===== config.mk =====
export PLATFORM = sky130hd
export DESIGN_NAME = serial_bit_feeder
export DESIGN_NICKNAME = d
export VERILOG_FILES = /design/src/rtl/serial_feeder_pkg.sv /design/src/rtl/feeder_hold_buf.sv /design/src/rtl/serial_bit_feeder.sv
export SDC_FILE = /design/constraint.sdc
export NUM_CORES = 1
export LEC_CHECK = 0
export CAP_MARGIN = 20
export CORE_MARGIN = 10
export CORE_UTILIZATION = 25
export CTS_BUF_LIST = sky130_fd_sc_hd__clkbuf_8
export CTS_CLUSTER_SIZE = 24
export DETAILED_ROUTE_END_ITERATION = 6
export MAX_ROUTING_LAYER = met4
export PLACE_DENSITY = 0.55
export RECOVER_POWER = 100
export SLEW_MARGIN = 10
export SYNTH_ARGS = -nofsm -noshare
export SYNTH_HDL_FRONTEND = slang
export SYNTH_SLANG_ARGS = --single-unit
export TNS_END_PERCENT = 10

===== constraint.sdc =====
create_clock -name clk -period 1.65 [get_ports clk]
set_input_delay 0.165 -clock clk [delete_from_list [all_inputs] [get_ports clk]]
set_output_delay 0.165 -clock clk [all_outputs]
set_load 0.01 [all_outputs]

===== src/rtl/serial_feeder_pkg.sv =====
// Shared types and constants for the serial bit feeder.
// Optional feature macro: SERIAL_PARITY_EN (appends an even-parity bit to each frame).
package serial_feeder_pkg;

    typedef enum logic {
        ST_IDLE  = 1'b0,
        ST_SHIFT = 1'b1
    } state_t;

    // Counter width able to hold any bit index of a frame, including the parity slot.
    function automatic int cnt_w(input int width);
        return $clog2(width + 1);
    endfunction

`ifdef SERIAL_PARITY_EN
    localparam int FRAME_EXTRA = 1;
`else
    localparam int FRAME_EXTRA = 0;
`endif

endpackage


===== src/rtl/feeder_hold_buf.sv =====
// Single-entry holding register that parks the next word while the shifter is busy.
// The write and drain strobes are never asserted together by the parent FSM.
module feeder_hold_buf #(
    parameter int WIDTH = 4
) (
    input  logic             i_clk,
    input  logic             i_rst,
    input  logic             i_wr,
    input  logic [WIDTH-1:0] i_wdata,
    input  logic             i_drain,
    output logic             o_full,
    output logic [WIDTH-1:0] o_data
);

    logic             r_full;
    logic [WIDTH-1:0] r_data;

    // Capture a word on write; release the slot when the shifter takes it.
    always_ff @(posedge i_clk) begin
        if (i_rst) begin
            r_full <= 1'b0;
            r_data <= '0;
        end else if (i_wr) begin
            r_full <= 1'b1;
            r_data <= i_wdata;
        end else if (i_drain) begin
            r_full <= 1'b0;
        end
    end

    assign o_full = r_full;
    assign o_data = r_data;

endmodule


===== src/rtl/serial_bit_feeder.sv =====
// Parallel-to-serial feeder: accepts WIDTH-bit words over valid/ready and emits them
// MSB-first on a registered output, gapless across frames thanks to a holding register.
// Optional feature macro: SERIAL_PARITY_EN (one even-parity bit after the data bits).
//
// Handshake: a word is taken at a rising edge where din_valid && din_ready. din_ready
// depends only on rst and the holding-register flag, never on din_valid; din need only
// be stable at that edge.
module serial_bit_feeder
    import serial_feeder_pkg::*;
#(
    parameter int   WIDTH    = 4,
    parameter logic IDLE_BIT = 1'b0
) (
    input  logic             clk,
    input  logic             rst,
    input  logic [WIDTH-1:0] din,
    input  logic             din_valid,
    output logic             din_ready,
    output logic             o,
    output logic             o_valid,
    output logic             frame_done,
    output logic             busy
);

    localparam int             FL   = WIDTH + FRAME_EXTRA;
    localparam int             CW   = cnt_w(WIDTH);
    localparam logic [CW-1:0]  LAST = CW'(FL - 1);

    state_t          r_state, w_state_nxt;
    logic [FL-1:0]   r_shift, w_shift_nxt;
    logic [CW-1:0]   r_cnt,   w_cnt_nxt;
    logic            r_o,     w_o_nxt;
    logic            r_valid, w_valid_nxt;
    logic            r_done,  w_done_nxt;

    logic             w_accept;
    logic             w_hold_full;
    logic [WIDTH-1:0] w_hold_data;
    logic             w_hold_wr;
    logic             w_hold_drain;
    logic             w_load;
    logic [FL-1:0]    w_load_frame;
    logic [CW-1:0]    w_cnt_inc;

    // Expand a data word into the bit sequence placed on o (parity appended when enabled).
    function automatic logic [FL-1:0] make_frame(input logic [WIDTH-1:0] w);
`ifdef SERIAL_PARITY_EN
        return {w, ^w};
`else
        return w;
`endif
    endfunction

    assign din_ready = !rst && !w_hold_full;
    assign w_accept  = din_valid && din_ready;
    assign w_cnt_inc = r_cnt + 1'b1;

    feeder_hold_buf #(.WIDTH(WIDTH)) u_hold (
        .i_clk   (clk),
        .i_rst   (rst),
        .i_wr    (w_hold_wr),
        .i_wdata (din),
        .i_drain (w_hold_drain),
        .o_full  (w_hold_full),
        .o_data  (w_hold_data)
    );

    // Next-state logic: load a new frame, shift the current one, or fall back to idle.
    always_comb begin
        w_state_nxt  = r_state;
        w_shift_nxt  = r_shift;
        w_cnt_nxt    = r_cnt;
        w_o_nxt      = r_o;
        w_valid_nxt  = r_valid;
        w_done_nxt   = 1'b0;
        w_hold_wr    = 1'b0;
        w_hold_drain = 1'b0;
        w_load       = 1'b0;
        w_load_frame = make_frame(din);

        case (r_state)
            ST_IDLE: begin
                if (w_accept) begin
                    w_load = 1'b1;
                end
            end
            ST_SHIFT: begin
                if (r_cnt == LAST) begin
                    // Frame end: held word has priority, then a same-edge bypass, else idle.
                    if (w_hold_full) begin
                        w_hold_drain = 1'b1;
                        w_load       = 1'b1;
                        w_load_frame = make_frame(w_hold_data);
                    end else if (w_accept) begin
                        w_load = 1'b1;
                    end else begin
                        w_state_nxt = ST_IDLE;
                        w_o_nxt     = IDLE_BIT;
                        w_valid_nxt = 1'b0;
                        w_cnt_nxt   = '0;
                    end
                end else begin
                    w_shift_nxt = {r_shift[FL-2:0], 1'b0};
                    w_o_nxt     = r_shift[FL-1];
                    w_cnt_nxt   = w_cnt_inc;
                    w_done_nxt  = (w_cnt_inc == LAST);
                    w_hold_wr   = w_accept;
                end
            end
            default: begin
                w_state_nxt = ST_IDLE;
            end
        endcase

        if (w_load) begin
            w_state_nxt = ST_SHIFT;
            w_o_nxt     = w_load_frame[FL-1];
            w_shift_nxt = {w_load_frame[FL-2:0], 1'b0};
            w_cnt_nxt   = '0;
            w_valid_nxt = 1'b1;
            w_done_nxt  = 1'b0;
        end
    end

    // State, shifter, counter and registered serial outputs.
    always_ff @(posedge clk) begin
        if (rst) begin
            r_state <= ST_IDLE;
            r_shift <= '0;
            r_cnt   <= '0;
            r_o     <= IDLE_BIT;
            r_valid <= 1'b0;
            r_done  <= 1'b0;
        end else begin
            r_state <= w_state_nxt;
            r_shift <= w_shift_nxt;
            r_cnt   <= w_cnt_nxt;
            r_o     <= w_o_nxt;
            r_valid <= w_valid_nxt;
            r_done  <= w_done_nxt;
        end
    end

    assign o          = r_o;
    assign o_valid    = r_valid;
    assign frame_done = r_done;
    assign busy       = (r_state != ST_IDLE) || w_hold_full;

endmodule


==> flow_summary.ini <==
[logic_synthesis]
synth_cells = 91
synthAdderAreaFrac_pct = 6.10
synth_warnings = 0
yosys-mux-area-fraction_pct = 5.18
synth_top_area_cell = dfxtp_1
synth_edf_count = 0
async_reset_ff_share_pct = 0
syn_area_per_cell_um2 = 9.02
synth.distinct_cells = 32
synthTopCellsByCount = dfxtp_1 (15), nand2_1 (10), a21oi_1 (9), nor2_1 (9), nand3_1 (5)
synth_top_family_by_area = simple AND/OR/NAND/NOR gates
syn_area_um2 = 821
synth_xor_area_share_pct = 0
synthTopCellsByArea = dfxtp_1 (37%), ha_1 (6.1%), a21oi_1 (5.5%), nand2_1 (4.6%), nor2_1 (4.1%)
yosys.area_share.simple_pct = 27.0
synth_ff_type = dfxtp_1
synth.top_cell.area_share_pct = 36.6
yosysMostFrequentCell = dfxtp_1
synth_compound_area_share_pct = 20.9
ys_seq_elements = 15
synth_fp_nets = 102
synth_seq_area_share_pct = 36.6

[floorplan]
ios = 12
die-height_um = 77.3
core_um2 = 3100
die_w_um = 77.3
start_util_pct = 26.5
die_area_um2 = 5980
num_rows = 20

[finish]
nets = 124
syn_to_final_growth_pct = 36.1
finalNonFillerCells = 156
antennaDiodeCount = 0
drive_gt1_share_pct = 27.7

[clock_tree]
cts-buffers-inserted = 3
cts_hold_buf = 0
cts_tree = built
clock_sink_count = 15
insertion_delay_ps = 250
clkTransAtPathRegs_ps = 70
cts-root-buf = clkbuf_8
post_cts_buffers = 0
h-tree-depth = 1
clk_path_buf_depth = 2
cts_resized = 4

[grt]
grt_pass1_vias = 744
grt_util_all_layers_pct = 6.80
grt_pass1_wl_mm = 3.35
grt-ovfl-total = 0
antenna_found_initial = 0
grt_max_degree = 12

[placed_design]
routabilityCongestion = 0.752
dp_hpwl_mm = 1.43
portBuffers = 11
dp.cells = 152

[sta]
drv_slew = 0
worst_slew_pin_slew_ps = 338
setup_viol = 0
rsz0062_at_grt = false
hold_violations = 0
max_freq_ghz = 0.626
period_needed_ps = 1600
slew_headroom_pct = 77.4
setup_tns_ps = 0
period_share_pct = 96.8
skew_ps = 8.80

[setup_path]
rrSetupSlack_ps = 120
cp.buffers_inverters = 1
reg2reg_depth = 6
path_cells = or2_2, clkdlybuf4s50_1
r2r_start = r_cnt[1]
worstPathMaxFanout = 9
cpLargestDelayFamily = buffers and inverters
worstSetupPathType = flip-flop to primary output
critPathArrivalTime_ps = 1430
slowest_delay_ps = 480
start_kind = flip-flop
slowest_stage = clkdlybuf4s50_1
endpoint_kind = primary output
required_ps = 1480
reg2reg_to = r_shift[2]

[run_status]
status = finished clean

[hold_path]
whs_path_depth = 2
min_path_type = flip-flop to flip-flop
hold_end = u_hold.o_data[3]
min_from = u_hold.o_data[3]

[detailed_routing]
vias = 689
wl_mm = 1.87
viasPerCell = 4.42
wire_per_inst_um = 12.0
drt_iter0_markers = 29
drc = 0
firstDrtPassIters = 4
antenna_left = 0

[pwr]
vdd.ir_drop.worst_v = 0.000370
p_leak_nw = 0.419
power_density_nw_per_um2 = 752

[run]
max_cap_viol_count = 0
## worst min-delay path, stage by stage, from the launching register on
cell,delay (ps)
dfxtp_1,310
nand2_1,50
a21oi_1,50
## power breakdown
group	total (mW)	internal, mW	switching [mW]
Sequential	0.396	0.379	0.0166
Clock	0.298	0.167	0.131
Combinational	0.146	0.0762	0.0701
Total	0.840	0.622	0.218
## cell usage in the layout (no fill, tap or decap), types with 2 or more instances in the layout
cell type,instances
inv_1,3
a21oi_1,9
buf_4,9
nand3_1,5
dlygate4sd3_1,3
nor2b_1,2
nor2_1,9
nor2b_2,2
dfxtp_1,13
nand2b_1,3
clkdlybuf4s50_1,7
a311oi_1,2
clkbuf_8,3
nand3b_1,3
mux2i_1,2
dfxtp_2,2
ha_1,2
nand2_1,10
o41ai_2,2
mux2_2,2
## per-stage QoR
| step | util [%] | power (mW) | hold slack, ps | cell area [µm²] | setup slack [ps] |
|---|---|---|---|---|---|
| final | 36.0 | 0.840 | 461 | 1120 | 53.1 |
| after global routing | 36.0 | 0.886 | 492 | 1120 | 6.83 |
| after detailed placement | 33.4 | 0.549 | 448 | 1040 | -34.7 |
| after floorplan | - | 0.484 | 312 | 821 | 78.3 |
| after CTS | 35.0 | 0.850 | 457 | 1090 | 8.74 |
| after global placement | 33.4 | 0.545 | 442 | 1040 | 7.51 |
## layout make-up
class	count	area, µm²
Multi-Input combinational cell	69	518
Timing Repair Buffer	21	184
Inverter	3	11.3
Sequential cell	15	303
Tap cell	44	55.1
Clock inverter	1	5.00
Fill cell	342	1990
Clock buffer	3	41.3
## worst max path at each step
stage,start,end,cells after the start
final,u_hold.o_full,busy,2
after global routing,u_hold.o_full,busy,2
after CTS,r_cnt[1],o,7
after detailed placement,rst,r_shift[2],5
after global placement,rst,din_ready,3
after floorplan,r_cnt[0],r_shift[2],6
## sequential cells by signal (all words and copies together), names as in the netlist
signal	flops
o	1
r_cnt	3
u_hold.o_data	4
r_state	1
frame_done	1
r_shift	3
o_valid	1
u_hold.o_full	1
## routing by layer
metal	global-route usage (%)	part of all wire [%]	wire length [µm]	up-vias
met5	-	0	0	-
met4	2.74	0.69	13	0
met3	1.86	3.0	56	2
met2	10.3	44	818	18
met1	8.31	53	984	309
li1	-	-	-	360
## cell families after synthesis
logic type               Yosys count
AND/OR/NAND/NOR                   40
adder cells (fa/ha/maj)            4
buffers and inverters              7
AO/OA/AOI/OAI                     21
flip-flops                        15
multiplexers                       4
Note: power is estimated with default switching activity, not from simulation.
